### src/rtl/rx.sv
// Odd-parity UART receiver: 8 data bits LSB first, 1 parity bit, 1 stop bit.
// Frames are sampled at bit mid-points, timed from the synchronized start edge.
module rx #(
  parameter int BIT_PERIOD  = 5210,
  parameter int HALF_PERIOD = BIT_PERIOD / 2
) (
  input  logic       clk,
  input  logic       rst,
  input  logic       rx_in,
  output logic [7:0] dout,
  output logic       data_strobe,
  output logic       parity_error,
  output logic       framing_error,
  output logic       busy
);

  typedef enum logic [2:0] {
    IDLE      = 3'd0,
    START     = 3'd1,
    BITS      = 3'd2,
    PAR       = 3'd3,
    STOP      = 3'd4,
    WAIT_HIGH = 3'd5
  } state_t;

  localparam logic [12:0] BIT_LAST  = 13'(BIT_PERIOD - 1);
  localparam logic [12:0] HALF_LAST = 13'(HALF_PERIOD - 1);

  // High when data plus parity bit do not hold an odd number of ones.
  function automatic logic oddParityBad(input logic [7:0] data, input logic parBit);
    return ~(^data ^ parBit);
  endfunction

  state_t      state_r, nextState_s;
  logic        sync1_r, sync2_r, rx_s;
  logic [12:0] timer_r;
  logic [2:0]  bitCnt_r;
  logic [7:0]  shift_r;
  logic        parBit_r;
  logic        timerWrap_s, timerClr_s;
  logic        startOk_s, shiftEn_s, parEn_s, stopEn_s;

  assign rx_s        = sync2_r;
  assign timerWrap_s = (timer_r == BIT_LAST);

  // Two-flop synchronizer for the asynchronous serial line.
  always_ff @(posedge clk or posedge rst) begin
    if (rst) begin
      sync1_r <= 1'b1;
      sync2_r <= 1'b1;
    end else begin
      sync1_r <= rx_in;
      sync2_r <= sync1_r;
    end
  end

  // State register.
  always_ff @(posedge clk or posedge rst) begin
    if (rst) state_r <= IDLE;
    else     state_r <= nextState_s;
  end

  // Next-state and per-cycle sampling controls.
  always_comb begin
    nextState_s = state_r;
    timerClr_s  = 1'b0;
    startOk_s   = 1'b0;
    shiftEn_s   = 1'b0;
    parEn_s     = 1'b0;
    stopEn_s    = 1'b0;
    case (state_r)
      IDLE: begin
        timerClr_s = 1'b1;
        if (!rx_s) nextState_s = START;
        else       nextState_s = IDLE;
      end
      START: begin
        // Mid-start-bit check rejects short low glitches.
        if (timer_r == HALF_LAST) begin
          timerClr_s = 1'b1;
          if (rx_s) begin
            nextState_s = IDLE;
          end else begin
            nextState_s = BITS;
            startOk_s   = 1'b1;
          end
        end else begin
          nextState_s = START;
        end
      end
      BITS: begin
        if (timerWrap_s) begin
          shiftEn_s = 1'b1;
          if (bitCnt_r == 3'd7) nextState_s = PAR;
          else                  nextState_s = BITS;
        end else begin
          nextState_s = BITS;
        end
      end
      PAR: begin
        if (timerWrap_s) begin
          parEn_s     = 1'b1;
          nextState_s = STOP;
        end else begin
          nextState_s = PAR;
        end
      end
      STOP: begin
        if (timerWrap_s) begin
          stopEn_s = 1'b1;
          if (rx_s) nextState_s = IDLE;
          else      nextState_s = WAIT_HIGH;
        end else begin
          nextState_s = STOP;
        end
      end
      WAIT_HIGH: begin
        // A held-low break must not look like a new start bit.
        timerClr_s = 1'b1;
        if (rx_s) nextState_s = IDLE;
        else      nextState_s = WAIT_HIGH;
      end
      default: begin
        timerClr_s  = 1'b1;
        nextState_s = IDLE;
      end
    endcase
  end

  // Baud timer, bit counter, shift register and registered frame results.
  always_ff @(posedge clk or posedge rst) begin
    if (rst) begin
      timer_r       <= 13'd0;
      bitCnt_r      <= 3'd0;
      shift_r       <= 8'h00;
      parBit_r      <= 1'b0;
      dout          <= 8'h00;
      data_strobe   <= 1'b0;
      parity_error  <= 1'b0;
      framing_error <= 1'b0;
      busy          <= 1'b0;
    end else begin
      data_strobe <= 1'b0;
      busy        <= (nextState_s != IDLE);
      if (timerClr_s || timerWrap_s) timer_r <= 13'd0;
      else                           timer_r <= timer_r + 13'd1;
      if (startOk_s)      bitCnt_r <= 3'd0;
      else if (shiftEn_s) bitCnt_r <= bitCnt_r + 3'd1;
      if (shiftEn_s) shift_r  <= {rx_s, shift_r[7:1]};
      if (parEn_s)   parBit_r <= rx_s;
      if (stopEn_s) begin
        parity_error  <= oddParityBad(shift_r, parBit_r);
        framing_error <= ~rx_s;
        if (rx_s) begin
          dout        <= shift_r;
          data_strobe <= 1'b1;
        end
      end
    end
  end

endmodule

### config.mk
export PLATFORM = sky130hd
export DESIGN_NAME = rx
export DESIGN_NICKNAME = d
export VERILOG_FILES = /design/src/rtl/rx.sv
export SDC_FILE = /design/constraint.sdc
export NUM_CORES = 1
export LEC_CHECK = 0
export ABC_AREA = 1
export ABC_CLOCK_PERIOD_IN_PS = 1950
export BUFFER_PORTS_ARGS = -buffer_cell sky130_fd_sc_hd__buf_2
export CORE_AREA = 4 4 84 78
export DETAILED_ROUTE_END_ITERATION = 12
export DIE_AREA = 0 0 88 82
export PLACE_DENSITY = 0.66
export SLEW_MARGIN = 5
export SYNTH_ARGS = -nofsm -noshare
export SYNTH_HDL_FRONTEND = slang
export SYNTH_SLANG_ARGS = --single-unit
### constraint.sdc
create_clock -name clk -period 1.95 [get_ports clk]
set_input_delay 0.195 -clock clk [delete_from_list [all_inputs] [get_ports clk]]
set_output_delay 0.195 -clock clk [all_outputs]
set_load 0.01 [all_outputs]
==> results of run 1 <==
-- worst max path at each step --
stage / end / slack (ps) / from / depth (start not counted)
3_5_place_dp: timer_r[12] / 250 / timer_r[1] / 9
5_1_grt: timer_r[6] / 70 / timer_r[1] / 9
6_report: timer_r[10] / 260 / timer_r[1] / 9
4_1_cts: timer_r[12] / 230 / timer_r[1] / 9
2_1_floorplan: dout[1] / 400 / timer_r[1] / 8
3_3_place_gp: timer_r[12] / 270 / timer_r[0] / 9
-- cells in the mapped netlist (2+ instances only) --
cell type | instances | area share (%)
dfrtp_1 | 40 | 45
inv_2 | 5 | 0.85
a21oi_1 | 2 | 0.45
nor2_2 | 4 | 1.1
nor3_2 | 2 | 0.91
o21ai_2 | 8 | 3.2
xor2_1 | 3 | 1.2
nor3_1 | 6 | 1.4
o21bai_1 | 2 | 0.68
ha_1 | 5 | 2.8
nand3_1 | 19 | 4.3
nor2_1 | 49 | 8.3
inv_1 | 41 | 7.0
nand2_1 | 66 | 11
buf_2 | 2 | 0.45
dfstp_2 | 2 | 2.4
o21ai_0 | 17 | 3.9
-- registers in the layout, summed over array words and instances (netlist names) --
name / flops
sync1_r: 1
dout: 8
data_strobe: 1
parity_error: 1
bitCnt_r: 3
parBit_r: 1
busy: 1
timer_r: 13
framing_error: 1
state_r: 3
rx_s: 1
shift_r: 8
-- kinds of logic (layout without fill, tap and decap cells) --
| kind of cell | after synthesis | count (layout) |
|---|---|---|
| compound gates | 30 | 30 |
| flops | 42 | 42 |
| simple gates | 152 | 152 |
| xor+xnor | 4 | 4 |
| buf+inv | 49 | 72 |
| fa+ha+maj | 5 | 5 |
-- where the power goes --
part	switching [mW]	internal (mW)	total, mW
sequential	0.00145	0.874	0.875
combinational	0.0192	0.00433	0.0236
clock	0.322	0.252	0.573
total	0.342	1.13	1.47
-- layout by cell type, fill, tap and decap left out, types with 4 or more instances in the layout --
cell type  Yosys  layout
inv_2          5       5
o21ai_2        8       8
ha_1           5       5
nor3_1         6       6
nand3_1       19      19
nor2_1        49      49
dfrtp_1       40      40
nand2_1       66      66
nor2_2         4       4
clkbuf_8       0       5
inv_1         41      41
buf_2          2      14
o21ai_0       17      17
-- critical path, cell delays in order (launching register included) --
cell and delay (ps):
dfrtp_1 400, inv_1 90, ha_1 160, nand2_1 70, nor2_2 150, nand3_4 160, nand2_1 90, nor2_1 60
inv_1 310, nor2_1 90
-- repair_timing --
| action | in CTS | in global routing |
|---|---|---|
| hold endpoints to repair | 1 | 0 |
| buffers inserted | 0 | 0 |
| hold buffers | 1 | 0 |
-- metal layers --
| metal | vias up | share of wire (%) | GRT usage [%] |
|---|---|---|---|
| met5 | - | 0 | 0 |
| met3 | 7 | 4.2 | 3.31 |
| met4 | 0 | 2.1 | 5.52 |
| met1 | 747 | 52 | 16.4 |
| met2 | 22 | 41 | 18.1 |
| li1 | 920 | - | - |
-- per-stage QoR --
| stage | std cells | worst slack, ps | power (mW) | utilization (%) |
|---|---|---|---|---|
| 2_1_floorplan | 282 | 395 | 0.907 | - |
| 4_1_cts | 375 | 232 | 1.50 | 43.7 |
| 6_report | 375 | 264 | 1.47 | 43.7 |
| 3_3_place_gp | 366 | 270 | 0.916 | 42.0 |
| 5_1_grt | 375 | 66.0 | 1.53 | 43.7 |
| 3_5_place_dp | 366 | 248 | 0.917 | 42.0 |
-- layout make-up --
cell class,instances,area [µm²]
Fill cell,574,3170
Sequential cell,42,1050
Multi-Input combinational cell,191,955
Inverter,46,173
Timing Repair Buffer,18,103
Tap cell,70,87.6
Clock buffer,5,68.8
Clock inverter,3,21.3
==> flow_summary.json, run 1 <==
{
  "clk_pin_slew_ps": 90,
  "fp.dieW_um": 88,
  "wl_per_cell_um": 10.3,
  "cts_buffer_depth": 2,
  "r2r_start": "timer_r[1]",
  "grt_pass1_vias": 1505,
  "syn_inst": 282,
  "ff2ff_path_depth": 9,
  "tns_ps": 0,
  "p_leak_nw": 1.20,
  "place_hpwl_um": 2830,
  "ys.flop_type": "dfrtp_1",
  "ant_nets": 0,
  "grt_usage_pct": 12.1,
  "holdWs_ps": 13.2,
  "totalWireLength_um": 3870,
  "crit_fanout": 11,
  "worst_slew_margin_rel_pct": 64.9,
  "synth_area_per_cell_um2": 7.82,
  "diodes": 0,
  "drive_gt1_share_pct": 16.7,
  "synth_edf_count": 0,
  "syn_nets": 290,
  "yosysSeqAreaShare_pct": 47.8,
  "netlist_area_um2": 2210,
  "nets": 312,
  "fin_skew_ps": 14.8,
  "numCtsBuffers": 5,
  "clock.fmax_ghz": 0.593,
  "dieHeight_um": 82,
  "min_period_over_period_pct": 86.5,
  "hp-class": "in -> async",
  "insertion_delay_ps": 300,
  "crit_arrival_ps": 1860,
  "p_per_area_nw_per_um2": 598,
  "cts_tree": "yes",
  "dieArea_um2": 7220,
  "maxCapViolCount": 0,
  "num_rows": 26,
  "area_growth_pct": 11.6,
  "synth-simple-area-share_pct": 30.3,
  "ys_warn_count": 0,
  "vdd_ir_drop_max_mv": 0.318,
  "dr.pass1.iters": 6,
  "grt_pass1_wl_um": 6710,
  "min_period_ps": 1690,
  "muxShareOfSynthArea_pct": 0,
  "start_util_pct": 39.2,
  "numPortBuffers": 14,
  "cp-end-kind": "register",
  "yosys_register_bits": 42,
  "antenna_found_initial": 0,
  "synth_compound_area_share_pct": 8.51,
  "hold_viol": 0,
  "status": "finished clean",
  "io_pins": 15,
  "cp-start-kind": "register",
  "synth_fa_ha_area_share_pct": 2.84,
  "yosysUniqueCellTypes": 26,
  "drc": 0,
  "max_slew.worst_pin.slew_ps": 526,
  "rsz0062_at_grt": "false",
  "r2r_slack_ps": 260,
  "htree_num_levels": 2,
  "num_vias": 1696,
  "drv_slew": 0,
  "core_area_um2": 5630,
  "synthXorXnorAreaFrac_pct": 1.59,
  "critPathKind": "reg -> reg",
  "critPathRequiredTime_ps": 2130,
  "cts_sinks": 42,
  "grt_max_degree": 43,
  "grt-ovfl-total": 0,
  "synthArstFlopShare_pct": 100,
  "setup_violations": 0,
  "ctsResizeCount": 0,
  "synth_top_family_by_area": "simple AND/OR/NAND/NOR gates",
  "timing.rr.end": "timer_r[10]",
  "via_per_inst": 4.52,
  "design_area_um2": 2460,
  "placedInstanceArea_um2": 2360,
  "place_congestion": 0.782,
  "drt_iter0_markers": 71,
  "clock-root-buffer": "clkbuf_8"
}
Power figures use the tool's default switching activity.
==> run 2: changes to the inputs <==
Settings changed: GPL_TIMING_DRIVEN from default to 0.
==> run 2 against run 1 <==
Against the previous run:
- power up 8.1%
- worst setup slack got worse by 95 ps
- global-route usage increased by 0.82 points
- core utilization increased by 0.91 points
- clock-buffer cell count is the same
- register-to-register slack lost 90 ps
- routed wire length is 7.2% higher
- critical path depth decreased by 1
- non-clock buffer count grew 2
- clock skew decreased by 6.8 ps
- hold slack gained 290 ps
- critical endpoint is now dout[7]
- largest power group unchanged
==> flow_summary.json, run 2 (synthesis gave the netlist of run 1 again) <==
{
  "postLayoutCoreUtil_pct": 44.6,
  "place_hpwl_um": 3010,
  "grt_pass1_wl_um": 7150,
  "design_area_um2": 2510,
  "critPathRequiredTime_ps": 2140,
  "pre_cts_slack_ps": 145,
  "totalWireLength_um": 4150,
  "crit_fanout": 10,
  "status": "finished clean",
  "grt_usage_pct": 12.9,
  "num_rows": 26,
  "numPortBuffers": 14,
  "pwr-share-clk_pct": 43.2,
  "io_pins": 15,
  "cts_sinks": 42,
  "diodes": 0,
  "numCtsBuffers": 5,
  "p_leak_nw": 1.22,
  "placedInstanceArea_um2": 2380,
  "area_growth_pct": 13.9,
  "fillers": 553,
  "start_util_pct": 39.2,
  "layout_common_cells": "66 x nand2_1, 49 x nor2_1, 40 x inv_1, 40 x dfrtp_1, 19 x nand3_1",
  "cts_tree": "yes",
  "hold_viol": 0,
  "final_cells": 377,
  "clk_pin_slew_ps": 90,
  "setup_violations": 0,
  "min_period_over_period_pct": 91.3,
  "grt_pass1_vias": 1594,
  "drive_gt1_share_pct": 17.3,
  "fin_skew_ps": 7.98,
  "wl_per_cell_um": 11.0,
  "startpoint": "timer_r[1]",
  "clock.fmax_ghz": 0.561,
  "internal_power_mw": 1.26,
  "drv_slew": 0,
  "p_per_area_nw_per_um2": 633,
  "holdWs_ps": 303,
  "maxCapViolCount": 0,
  "layout_commonest_cell": "nand2_1",
  "worst_slew_margin_rel_pct": 71.2,
  "place_congestion": 0.795,
  "largest-register": "timer_r",
  "cp-end-kind": "register",
  "htree_num_levels": 2,
  "post_cts_buffers": 0,
  "ff2ff_path_depth": 8,
  "swShare_pct": 20.9,
  "via_per_inst": 4.59,
  "crit_arrival_ps": 1970,
  "max_slew.worst_pin.slew_ps": 431,
  "ant_nets": 0,
  "hp-class": "in -> async",
  "clock-root-buffer": "clkbuf_8",
  "fp.dieW_um": 88,
  "fin_ws_ps": 169,
  "cp-start-kind": "register",
  "min_period_ps": 1780,
  "dr.pass1.iters": 4,
  "vdd_ir_drop_max_mv": 0.304,
  "p_total_mw": 1.59,
  "drt_iter0_markers": 60,
  "r2r_start": "timer_r[1]",
  "tns_ps": 0,
  "num_vias": 1729,
  "rsz0062_at_grt": "false",
  "dp.cells": 367,
  "dieHeight_um": 82,
  "antenna_found_initial": 0,
  "insertion_delay_ps": 300,
  "largest_reg_flops": 13,
  "seq_power_share_pct": 55.0,
  "drc": 0,
  "cts_buffer_depth": 2,
  "reg_top3": "timer_r: 13 flops, dout: 8 flops, shift_r: 8 flops",
  "p_switching_uw": 332,
  "critPathKind": "reg -> reg",
  "grt-ovfl-total": 0,
  "grt_max_degree": 39,
  "nets": 314,
  "dieArea_um2": 7220,
  "p_comb_share_pct": 1.8,
  "core_area_um2": 5630
}
run 2: cell types whose count changed in the layout (fill, tap and decap cells not counted), sizes merged:
cell         previous run  this run
buf                    17        18
bufinv                  0         1
clkinvlp                1         0
dlygate4sd3             1         2
run 2: area by class of cell:
type                       count  area [µm²]  area share [%]
tap                           70        87.6            3.49
clock inverter                 3        40.0            1.59
sequential                    42        1050            41.9
multi-input combinational    191         955            38.0
buffer                         3        25.0           0.996
timing repair buffer          17         110            4.38
inverter                      46         173            6.87
clock buffer                   5        68.8            2.74
run 2: what timing repair did:
action	in CTS	in global routing
hold buffers	2	0
resized for setup	0	0
endpoints found under the hold margin	22	0
run 2: layer usage:
| metal | routed length (µm) | vias up | track usage, % |
|---|---|---|---|
| met1 | 2030 | 776 | 16.0 |
| met2 | 1880 | 26 | 21.1 |
| met3 | 157 | 6 | 3.41 |
| met5 | 0 | - | 0 |
| met4 | 83 | 0 | 5.98 |
| li1 | - | 921 | - |
run 2: path summary, 6_finish.rpt:
path	endpoint	slack [ps]
max	dout[7]	170
max reg2reg	dout[7]	170
min reg2reg	rx_s	360
max in group asynchronous	sync1_r	1160
min	dout[2]	300
min in group clk	rx_s	360
run 2: worst max-delay path, stage by stage (launching register included):
cell and delay, ps:
dfrtp_1 400, inv_1 80, ha_1 170, nand2_1 70, nor2_2 140, nand3_4 160
nor3_4 380, buf_8 210, o21ai_2 60
run 2: power by group through the flow:
stage | Clock [mW] | Sequential [mW] | Combinational (mW)
4_1_cts | 0.708 | 0.875 | 0.0307
3_5_place_dp | 0 | 0.893 | 0.0277
6_report | 0.687 | 0.875 | 0.0289
3_3_place_gp | 0 | 0.893 | 0.0223
5_1_grt | 0.746 | 0.876 | 0.0338
2_1_floorplan | 0 | 0.892 | 0.0147
==> run 3: changes to the inputs <==
Settings changed: ABC_AREA 1 to default, CORE_AREA 4 4 84 78 to 4 4 82 76, DIE_AREA 0 0 88 82 to 0 0 86 80, SLEW_MARGIN 5 to 20.
==> run 3 against run 2 <==
Against the previous run:
- the run now ends with setup timing left
- sequential cell count unchanged
- cell count down 28%
- synthesized cell count shrank 38%
- power increased by 0.28%
- non-clock buffer count rose by 8
- clock skew decreased by 2.1 ps
- sequential share of layout area shrank 0.31 points
- critical path depth down 2
- maximum frequency is 11% lower
- sequential power hardly changed
- hold slack better by 55 ps
- largest cell class is now multi-input combinational cells
==> flow_summary.json, run 3 <==
{
  "status": "finished with violations",
  "violations": "setup timing",
  "min_period_ps": 2000,
  "fp.dieW_um": 86,
  "seq_power_share_pct": 54.8,
  "vdd_ir_drop_max_mv": 0.465,
  "clock-root-buffer": "clkbuf_8",
  "wl_per_cell_um": 14.1,
  "drv_slew": 0,
  "hold_viol": 0,
  "diodes": 0,
  "yosysTopAreaCellShare_pct": 47.9,
  "internal_power_mw": 1.26,
  "grt-ovfl-total": 0,
  "fin_skew_ps": 5.90,
  "drive_gt1_share_pct": 32.0,
  "clock.fmax_ghz": 0.501,
  "fin_ws_ps": -46.6,
  "grt_pass1_wl_um": 6650,
  "place_congestion": 0.785,
  "yosysSeqAreaShare_pct": 50.4,
  "p_comb_share_pct": 2.0,
  "htree_num_levels": 2,
  "largest-register": "timer_r",
  "clk_pin_slew_ps": 80,
  "syn_nets": 183,
  "min_period_over_period_pct": 102,
  "numCtsBuffers": 5,
  "layout_commonest_cell": "dfrtp_1",
  "cts_sinks": 42,
  "maxCapViolCount": 0,
  "swShare_pct": 20.7,
  "ys_top_cells_by_area": "dfrtp_1 48%, mux2_4 5.8%, mux2_2 4.3%",
  "grt_max_degree": 29,
  "layout_common_cells": "40 x dfrtp_1, 17 x nor2_1, 14 x buf_2",
  "core_area_um2": 5290,
  "dieHeight_um": 80,
  "grt_pass1_vias": 1381,
  "numPortBuffers": 14,
  "synth_area_per_cell_um2": 11.9,
  "cts_buffer_depth": 2,
  "pwr-share-clk_pct": 43.2,
  "syn_inst": 175,
  "ant_nets": 0,
  "largest_reg_flops": 13,
  "synthArstFlopShare_pct": 100,
  "worst_slew_margin_rel_pct": 59.0,
  "nets": 213,
  "placedInstanceArea_um2": 2260,
  "netlist_area_um2": 2090,
  "cp-start-kind": "register",
  "p_switching_uw": 331,
  "dieArea_um2": 6880,
  "num_vias": 1387,
  "ys.flop_type": "dfrtp_1",
  "p_per_area_nw_per_um2": 630,
  "drt_iter0_markers": 104,
  "area_growth_pct": 21.2,
  "antenna_found_initial": 0,
  "synth.most_common_cell": "dfrtp_1",
  "max_slew.worst_pin.slew_ps": 611,
  "design_area_um2": 2530,
  "synth_edf_count": 0,
  "via_per_inst": 5.08,
  "insertion_delay_ps": 290,
  "synth_area_leader_cell": "dfrtp_1",
  "p_total_mw": 1.60,
  "ys_top_cells_by_count": "40 x dfrtp_1, 17 x nor2_1, 9 x nand2_1, 9 x xor2_1",
  "setup_violations": 9,
  "postLayoutCoreUtil_pct": 47.9,
  "final_cells": 273,
  "critPathRequiredTime_ps": 2130,
  "start_util_pct": 39.5,
  "dp.cells": 257,
  "ys_warn_count": 0,
  "yosysUniqueCellTypes": 46,
  "tns_ps": -309,
  "dr.pass1.iters": 4,
  "yosys_register_bits": 42,
  "io_pins": 15,
  "reg_top3": "timer_r: 13 flops, dout: 8 flops, shift_r: 8 flops",
  "hp-class": "reg -> reg",
  "drc": 0,
  "totalWireLength_um": 3840,
  "critPathKind": "reg -> reg",
  "num_rows": 25,
  "cts_tree": "yes",
  "rsz0062_at_grt": "true",
  "crit_arrival_ps": 2180,
  "grt_usage_pct": 12.4,
  "cp-end-kind": "register",
  "place_hpwl_um": 2700,
  "crit_fanout": 8,
  "p_leak_nw": 1.23
}
-- run 3: cell types whose count changed in the layout (fill, tap and decap cells not counted), moves of 8 or more --
cell / change
mux2_2: +8
nand3_1: -14
mux2_4: +9
inv_1: -36
nor2_1: -32
o21ai_2: -8
nand2_1: -57
o21ai_0: -15
-- run 3: what timing repair did --
item                                    in CTS  in global routing
pin swaps                                    2                  2
hold buffers                                 2                  0
endpoints found under the setup margin      35                 31
resized for setup                            8                  8
buffers inserted                             5                  2
endpoints found under the hold margin       13                  0
-- run 3: worst paths after layout --
path,start,to,slack [ps],depth (start not counted)
max,timer_r[1],dout[5],-50,6
min,sync1_r,rx_s,360,0
max reg2reg,timer_r[1],dout[5],-50,6
min reg2reg,sync1_r,rx_s,360,0
max in group asynchronous,rst,parity_error,1100,4
min in group asynchronous,rst,timer_r[12],400,3
-- run 3: layout make-up --
| class | instances | area [µm²] |
|---|---|---|
| Clock buffer | 5 | 68.8 |
| Fill cell | 487 | 2760 |
| Multi-Input combinational cell | 122 | 1070 |
| Sequential cell | 42 | 1050 |
| Inverter | 6 | 22.5 |
| Timing Repair Buffer | 24 | 166 |
| Clock inverter | 3 | 45.0 |
| Tap cell | 67 | 83.8 |
| Buffer | 4 | 23.8 |
-- run 3: critical path, cell delays in order, from the launching register on --
cell and delay (ps):
dfrtp_1 400, inv_2 80, ha_4 120, or4b_4 490, nor3_4 210, nand3_4 200, mux2_4 370
-- run 3: power by group through the flow --
stage          registers [mW]  logic [mW]  clock network [mW]
2_1_floorplan           0.891      0.0177                   0
3_3_place_gp            0.891      0.0255                   0
3_5_place_dp            0.891      0.0312                   0
4_1_cts                 0.874      0.0343               0.720
5_1_grt                 0.875      0.0392               0.749
6_report                0.874      0.0327               0.689
-- run 3: cell families after synthesis --
kind of cell    share of synthesized area [%]
flops                                    50.4
compound gates                           4.37
buf+inv                                  2.34
xor+xnor                                 7.79
fa+ha+maj                                3.00
mux                                      13.1
simple gates                             19.0
-- run 3: layer usage --
metal  share of wire (%)  wire length (µm)  GRT usage, %  up-vias
met5                   0                 0             0        -
met4                 2.0                76          5.22        0
met3                 4.6               177          3.51        5
met2                  46              1750          19.8       25
met1                  48              1840          15.7      685
li1                    -                 -             -      672
-- run 3: metrics by stage --
step / hold slack [ps] / worst slack (ps)
after floorplan: 199 / 11.6
final: 358 / -46.6
after global routing: 366 / -129
after detailed placement: 182 / -446
after global placement: 301 / -424
after CTS: 360 / -62.5
